<file path="src/rtl/pipe_stage_reg.sv">
// Pipeline stage register with stall/bubble control, exception freeze,
// stall/bubble conflict flag and saturating stall/bubble counters.
module pipe_stage_reg #(
    parameter int          DATA_W        = 192,
    parameter int          CNT_W         = 16,
    parameter int          FREEZE_ON_EXC = 1,
    parameter logic [3:0]  NOP_ICODE     = 4'h1
) (
    input  logic              clk,
    input  logic              rst_n,
    input  logic              stall,
    input  logic              bubble,
    input  logic              cnt_clr,
    input  logic [2:0]        in_stat,
    input  logic [3:0]        in_icode,
    input  logic [DATA_W-1:0] in_data,
    output logic [2:0]        out_stat,
    output logic [3:0]        out_icode,
    output logic [DATA_W-1:0] out_data,
    output logic              frozen,
    output logic              ctrl_err,
    output logic [CNT_W-1:0]  stall_cnt,
    output logic [CNT_W-1:0]  bubble_cnt
);

    localparam logic [2:0]       STAT_AOK = 3'd1;
    localparam logic [CNT_W-1:0] CNT_ONE  = {{(CNT_W-1){1'b0}}, 1'b1};
    localparam logic [CNT_W-1:0] CNT_MAX  = {CNT_W{1'b1}};
    localparam logic             FRZ_EN   = (FREEZE_ON_EXC != 0);

    logic hold;
    logic do_bubble;
    logic do_load;
    logic stall_inc;

    // Priority: frozen, then stall, then bubble, then normal load.
    always_comb begin
        hold      = frozen | stall;
        do_bubble = ~hold & bubble;
        do_load   = ~hold & ~bubble;
        stall_inc = ~frozen & stall;
    end

    always_ff @(posedge clk or negedge rst_n) begin
        if (!rst_n) begin
            out_stat  <= STAT_AOK;
            out_icode <= NOP_ICODE;
            out_data  <= '0;
        end else if (do_bubble) begin
            out_stat  <= STAT_AOK;
            out_icode <= NOP_ICODE;
            out_data  <= '0;
        end else if (do_load) begin
            out_stat  <= in_stat;
            out_icode <= in_icode;
            out_data  <= in_data;
        end
    end

    // Freeze is sticky until reset; only a real load of a non-AOK status sets it.
    always_ff @(posedge clk or negedge rst_n) begin
        if (!rst_n) begin
            frozen <= 1'b0;
        end else if (FRZ_EN && do_load && (in_stat != STAT_AOK)) begin
            frozen <= 1'b1;
        end
    end

    always_ff @(posedge clk or negedge rst_n) begin
        if (!rst_n) begin
            ctrl_err <= 1'b0;
        end else begin
            ctrl_err <= ~frozen & stall & bubble;
        end
    end

    always_ff @(posedge clk or negedge rst_n) begin
        if (!rst_n) begin
            stall_cnt <= '0;
        end else if (cnt_clr) begin
            stall_cnt <= '0;
        end else if (stall_inc && (stall_cnt != CNT_MAX)) begin
            stall_cnt <= stall_cnt + CNT_ONE;
        end
    end

    always_ff @(posedge clk or negedge rst_n) begin
        if (!rst_n) begin
            bubble_cnt <= '0;
        end else if (cnt_clr) begin
            bubble_cnt <= '0;
        end else if (do_bubble && (bubble_cnt != CNT_MAX)) begin
            bubble_cnt <= bubble_cnt + CNT_ONE;
        end
    end

endmodule

</file>
<file path="config.mk">
export PLATFORM = sky130hd
export DESIGN_NAME = pipe_stage_reg
export DESIGN_NICKNAME = d
export VERILOG_FILES = /design/src/rtl/pipe_stage_reg.sv
export SDC_FILE = /design/constraint.sdc
export NUM_CORES = 1
export LEC_CHECK = 0
export CORE_AREA = 2 2 169 171
export DETAILED_ROUTE_END_ITERATION = 6
export DIE_AREA = 0 0 171 173
export HOLD_SLACK_MARGIN = 0.15
export PLACE_DENSITY_LB_ADDON = 0.25
export SYNTH_ARGS = -nofsm -noshare
export SYNTH_HDL_FRONTEND = slang
export SYNTH_SLANG_ARGS = --single-unit
</file>
<file path="constraint.sdc">
create_clock -name clk -period 1.7 [get_ports clk]
set_clock_uncertainty 0.15 [all_clocks]
set_input_delay 0.34 -clock clk [delete_from_list [all_inputs] [get_ports clk]]
set_output_delay 0.34 -clock clk [all_outputs]
set_load 0.02 [all_outputs]
</file>
; ---- Yosys cells after proc, flatten, opt, wreduce, memory -nomap -nowiden
; Cells that the tools add are included.
[totals]
word_cells = 36
out_inout_bits = 233
regBits = 233
[classes]
bitwise = 8
add_sub_neg = 2
n_eq_ne = 3
muxes = 10
n_reduce_logical = 6
[op_table]
columns = cell, count
row1 = two-way mux 192 bit, 2
row2 = two-way mux 16 bit, 4
row3 = adder 16 x 1 -> 16 bit (second input constant), 2
row4 = inequality test 16 bit (second input constant), 2
row5 = two-way mux 4 bit, 2
row6 = two-way mux 3 bit, 2
row7 = nonzero test 2 bit, 3
row8 = AND 1 bit, 4
row9 = logical AND 1 bit, 3
row10 = inequality test 3 x 1 -> 1 bit (second input constant), 1
row11 = inverter 1 bit, 3
row12 = OR 1 bit, 1

; ---- Depth between registers and ports, before layout
[logic_depth]
word_depth = 6
ltp_mapped = 7

; ---- Worst setup path after synthesis
; OpenSTA, ideal clock, no wires.
[synth_timing]
kind = register -> register
from = register stall_cnt[0]
to = register stall_cnt[10]
synth_period_minus_slack_ns = 2.062
path_stages_with_launch = 6
t_arrival_ns = 1.834
setup_slack_ns = -0.362
n_path_buf = 0
t_required_ns = 1.472
path_cell_list = dfrtp_1 ha_1 nand4_4 or3_4 or4_1 a21oi_1
[synth_via]
elab_chain_len = 3
elab_cells_between_ends = 6
cone_classes = 1 x add/sub / 1 x eq/ne / 2 x mux / 2 x reduce/logical
[synth_rtl]
columns = element, line
row1 = "start, declared", 22  ; output logic [CNT_W-1:0] stall_cnt,
row2 = "start signal, assigned", 83  ; stall_cnt <= stall_cnt + CNT_ONE;
row3 = adder 16 x 1 -> 16 bit / inequality test 16 bit (equally long branches), "83, 82"
row4 = two-way mux 16 bit / logical AND 1 bit (equally long branches), 82  ; end else if (stall_inc && (stall_cnt != CNT_MAX)) begin
row5 = two-way mux 16 bit / nonzero test 2 bit (equally long branches), --
; Parallel ways exist; a longest one is shown, timed or not. The select of a mux whose other input is x is not followed.
; A chain may end at the register's enable or synchronous reset.

; ---- Worst setup path after layout
[layout_timing]
from = register stall_cnt[1]
to = register stall_cnt[10]
; The elaborated chain is that of the path after synthesis.

==> flow_summary_export.csv <==
group,metric,value,unit
floorplanning,initial_core_util,36.5,%
floorplanning,die-area,0.0296,mm^2
floorplanning,die_h,173,um
grt,grt_start_max_net_pins,77,
grt,global_route.overflow_total,0,
sta,worst-slew-pin-transition,0.623,ns
sta,layout_worst_path_cycle_share,110,%
placed_design,numPortBuffers,436,
floorplanning,fp.coreArea,0.0276,mm^2
drt,post-route-drc-count,0,
cts,max-clock-path-buffers,3,
sta,layout_setup_ws,-0.167,ns
drt,num_vias,9482,
yosys,yosys-top-cells-count,"231 x sky130_fd_sc_hd__dfrtp_1, 213 x sky130_fd_sc_hd__nand2_1, 203 x sky130_fd_sc_hd__o21ai_0",
setup_path,timing_worst_setup_path_type,"flop to flop",
cts,clock_root_buffer,"sky130_fd_sc_hd__clkbuf_16",
drt,finalWirelength,35800,um
sta,timing.slew.headroom,58.4,%
pwr,leakage_power_total,0.00794,uW
yosys,synth-edff-count,0,
placed_design,place_congestion,0.821,
sta,rsz0062_at_grt,"yes",
yosys,synth.most_common_cell,"sky130_fd_sc_hd__dfrtp_1",
floorplanning,top_level_ports,437,
yosys,yosys-top-cells-area,"sky130_fd_sc_hd__dfrtp_1 57%, sky130_fd_sc_hd__nand2b_1 12%, sky130_fd_sc_hd__o21ai_0 10%",
grt,grt.total_usage,21.4,%
setup_path,crit_arrival,2.12,ns
yosys,ys_types,42,
cts,clk_latency,0.52,ns
drt,antenna_violating_nets_post_route,0,
cts,htree_num_levels,1,
floorplanning,std_cell_rows,61,
sta,max_freq,536,MHz
cells_and_area,finalNetCount,1805,
floorplanning,chipWidth,171,um
yosys,postSynthCellCount,1056,
setup_path,cp-end-kind,"flop",
setup_path,cp-start-kind,"flop",
cells_and_area,final_layout_size_suffix_gt1_share,33.1,%
grt,via_count_of_the_first_global_routing_pass,9236,
cts,clkSlewWorstSetupHoldPaths,0.06,ns
setup_path,critPathRequiredTime,1.95,ns
grt,grt_first_pass_wirelength,50600,um
status,status,"complete, but fails checks",
cts,clock_sink_count,233,
sta,clock_period_minus_final_worst_setup_slack,1.87,ns
yosys,ys_seq_elements,233,
cts,cts-buffers-inserted,27,
sta,final.setup.tns,-2.27,ns
job,timing.max_cap.violations,0,
pwr,power.density,791,mW/mm^2
drt,initialDrtViolationCount,457,
yosys,synth_top_area_share,57.4,%
yosys,yosysTopAreaCell,"sky130_fd_sc_hd__dfrtp_1",
yosys,synth-async-reset-ratio,100,%
hold_path,hold_path_class,"input pin to flop",
setup_path,critPathMaxFanout,4,
drt,drt-wirelength-per-cell,17.9,um
sta,maxSlewViolCount,0,
yosys,ys_dominant_reg_cell,"sky130_fd_sc_hd__dfrtp_1",
drt,drt_first_pass_iters,4,
status,violations,"negative setup slack",
yosys,syn_area,0.0101,mm^2
grt,antenna_found_initial,1,
pwr,ir_worst_vdd,0.000557,V
yosys,syn-num-nets,1262,
yosys,post_synth.cell_area_avg,9.54,um^2
sta,setup_viol,59,
cells_and_area,finalNonFillerCells,1997,
yosys,yosysWarnings,0,
placed_design,numPlacedInstances,1884,
placed_design,pre_cts_slack,-0.633,ns
sta,hold_violations,0,
cts,clock_tree_from_tritoncts,"done",
yosys,seq_area_frac_synth,57.9,%
placed_design,dpl.hpwl,23200,um
drt,avgViaCountPerCell,4.75,
cells_and_area,layout-area-overhead-vs-synth,75.1,%
==> area by class of cell <==
cell class	count	area (um^2)
Antenna cell	1	2.50
Clock buffer	36	759
Inverter	5	18.8
Sequential cell	233	5860
Timing Repair Buffer	583	5850
Tap cell	378	473
Fill cell	2257	9990
Multi-Input combinational cell	749	4430
Clock inverter	12	249
==> metrics by stage <==
step	hold slack, ns	area [um^2]	power [uW]	util [%]
5_1_grt	0.214	17600	14500	63.9
6_report	0.216	17600	13900	63.9
3_3_place_gp	0.0601	15500	7580	56.2
4_1_cts	0.193	17000	14100	61.5
3_5_place_dp	0.0603	15500	7600	56.2
2_1_floorplan	-0.106	10200	6470	-
==> critical path, stage by stage (launching register included) <==
cell and delay [ns]:
sky130_fd_sc_hd__dfrtp_2 0.38, sky130_fd_sc_hd__ha_4 0.16, sky130_fd_sc_hd__nand4_4 0.11, sky130_fd_sc_hd__or3_4 0.36
sky130_fd_sc_hd__buf_4 0.16, sky130_fd_sc_hd__o31ai_1 0.32, sky130_fd_sc_hd__a21oi_2 0.10
==> cells by family after synthesis <==
| logic type | share of synthesized area [%] |
|---|---|
| AOI/OAI and AO/OA | 10.9 |
| xor gates and xnor gates | 1.82 |
| adders and majority gates | 0.248 |
| buffers and inverters | 2.97 |
| DFF | 57.9 |
| muxes | 0.199 |
| and+or+nand+nor | 26.0 |
==> layout by cell type (no fill, tap or decap), types with 46 or more instances in the layout <==
cell type,instances
sky130_fd_sc_hd__dfrtp_1,213
sky130_fd_sc_hd__nand2b_1,197
sky130_fd_sc_hd__buf_6,61
sky130_fd_sc_hd__o21ai_0,143
sky130_fd_sc_hd__clkbuf_16,46
sky130_fd_sc_hd__buf_4,72
sky130_fd_sc_hd__nand2_1,189
sky130_fd_sc_hd__clkdlybuf4s50_1,200
sky130_fd_sc_hd__clkdlybuf4s15_2,108
sky130_fd_sc_hd__buf_2,84
==> report_power, final <==
group	internal [uW]	switching (uW)	total (uW)
Combinational	826	760	1590
Clock	4190	2340	6530
Sequential	5730	104	5840
==> registers in the layout, summed over array words and instances, names as in the netlist <==
signal	cells
out_stat	3
ctrl_err	1
out_icode	4
bubble_cnt	16
frozen	1
stall_cnt	16
out_data	192
==> layer usage <==
layer | share of wire (%) | track usage, % | up-vias
li1 | - | - | 4554
met3 | 8.3 | 6.45 | 65
met2 | 51 | 38.1 | 370
met4 | 3.1 | 5.76 | 0
met1 | 38 | 24.8 | 4493
met5 | 0 | 0 | -
==> final timing paths <==
path                       cells after the start            end         start  slack [ns]
hold / removal                                 3   out_data[10]   in_data[10]        0.22
min in group asynchronous                      3   out_data[16]         rst_n        0.65
max in group asynchronous                      4   stall_cnt[4]         rst_n        0.10
setup reg to reg                               6  stall_cnt[10]  stall_cnt[1]       -0.17
hold reg to reg                                2   out_data[53]  out_data[53]        0.32
setup / recovery                               6  stall_cnt[10]  stall_cnt[1]       -0.17
==> timing repair <==
action | in CTS | in global routing
pin swaps | 11 | 30
gates resized for setup | 819 | 258
endpoints found under the setup margin | 258 | 199
hold buffers | 2 | 0
gates cloned | 1 | 30
buffers inserted | 16 | 18
endpoints found under the hold margin | 233 | 0
No activity file was read; power rests on OpenSTA's default activity.
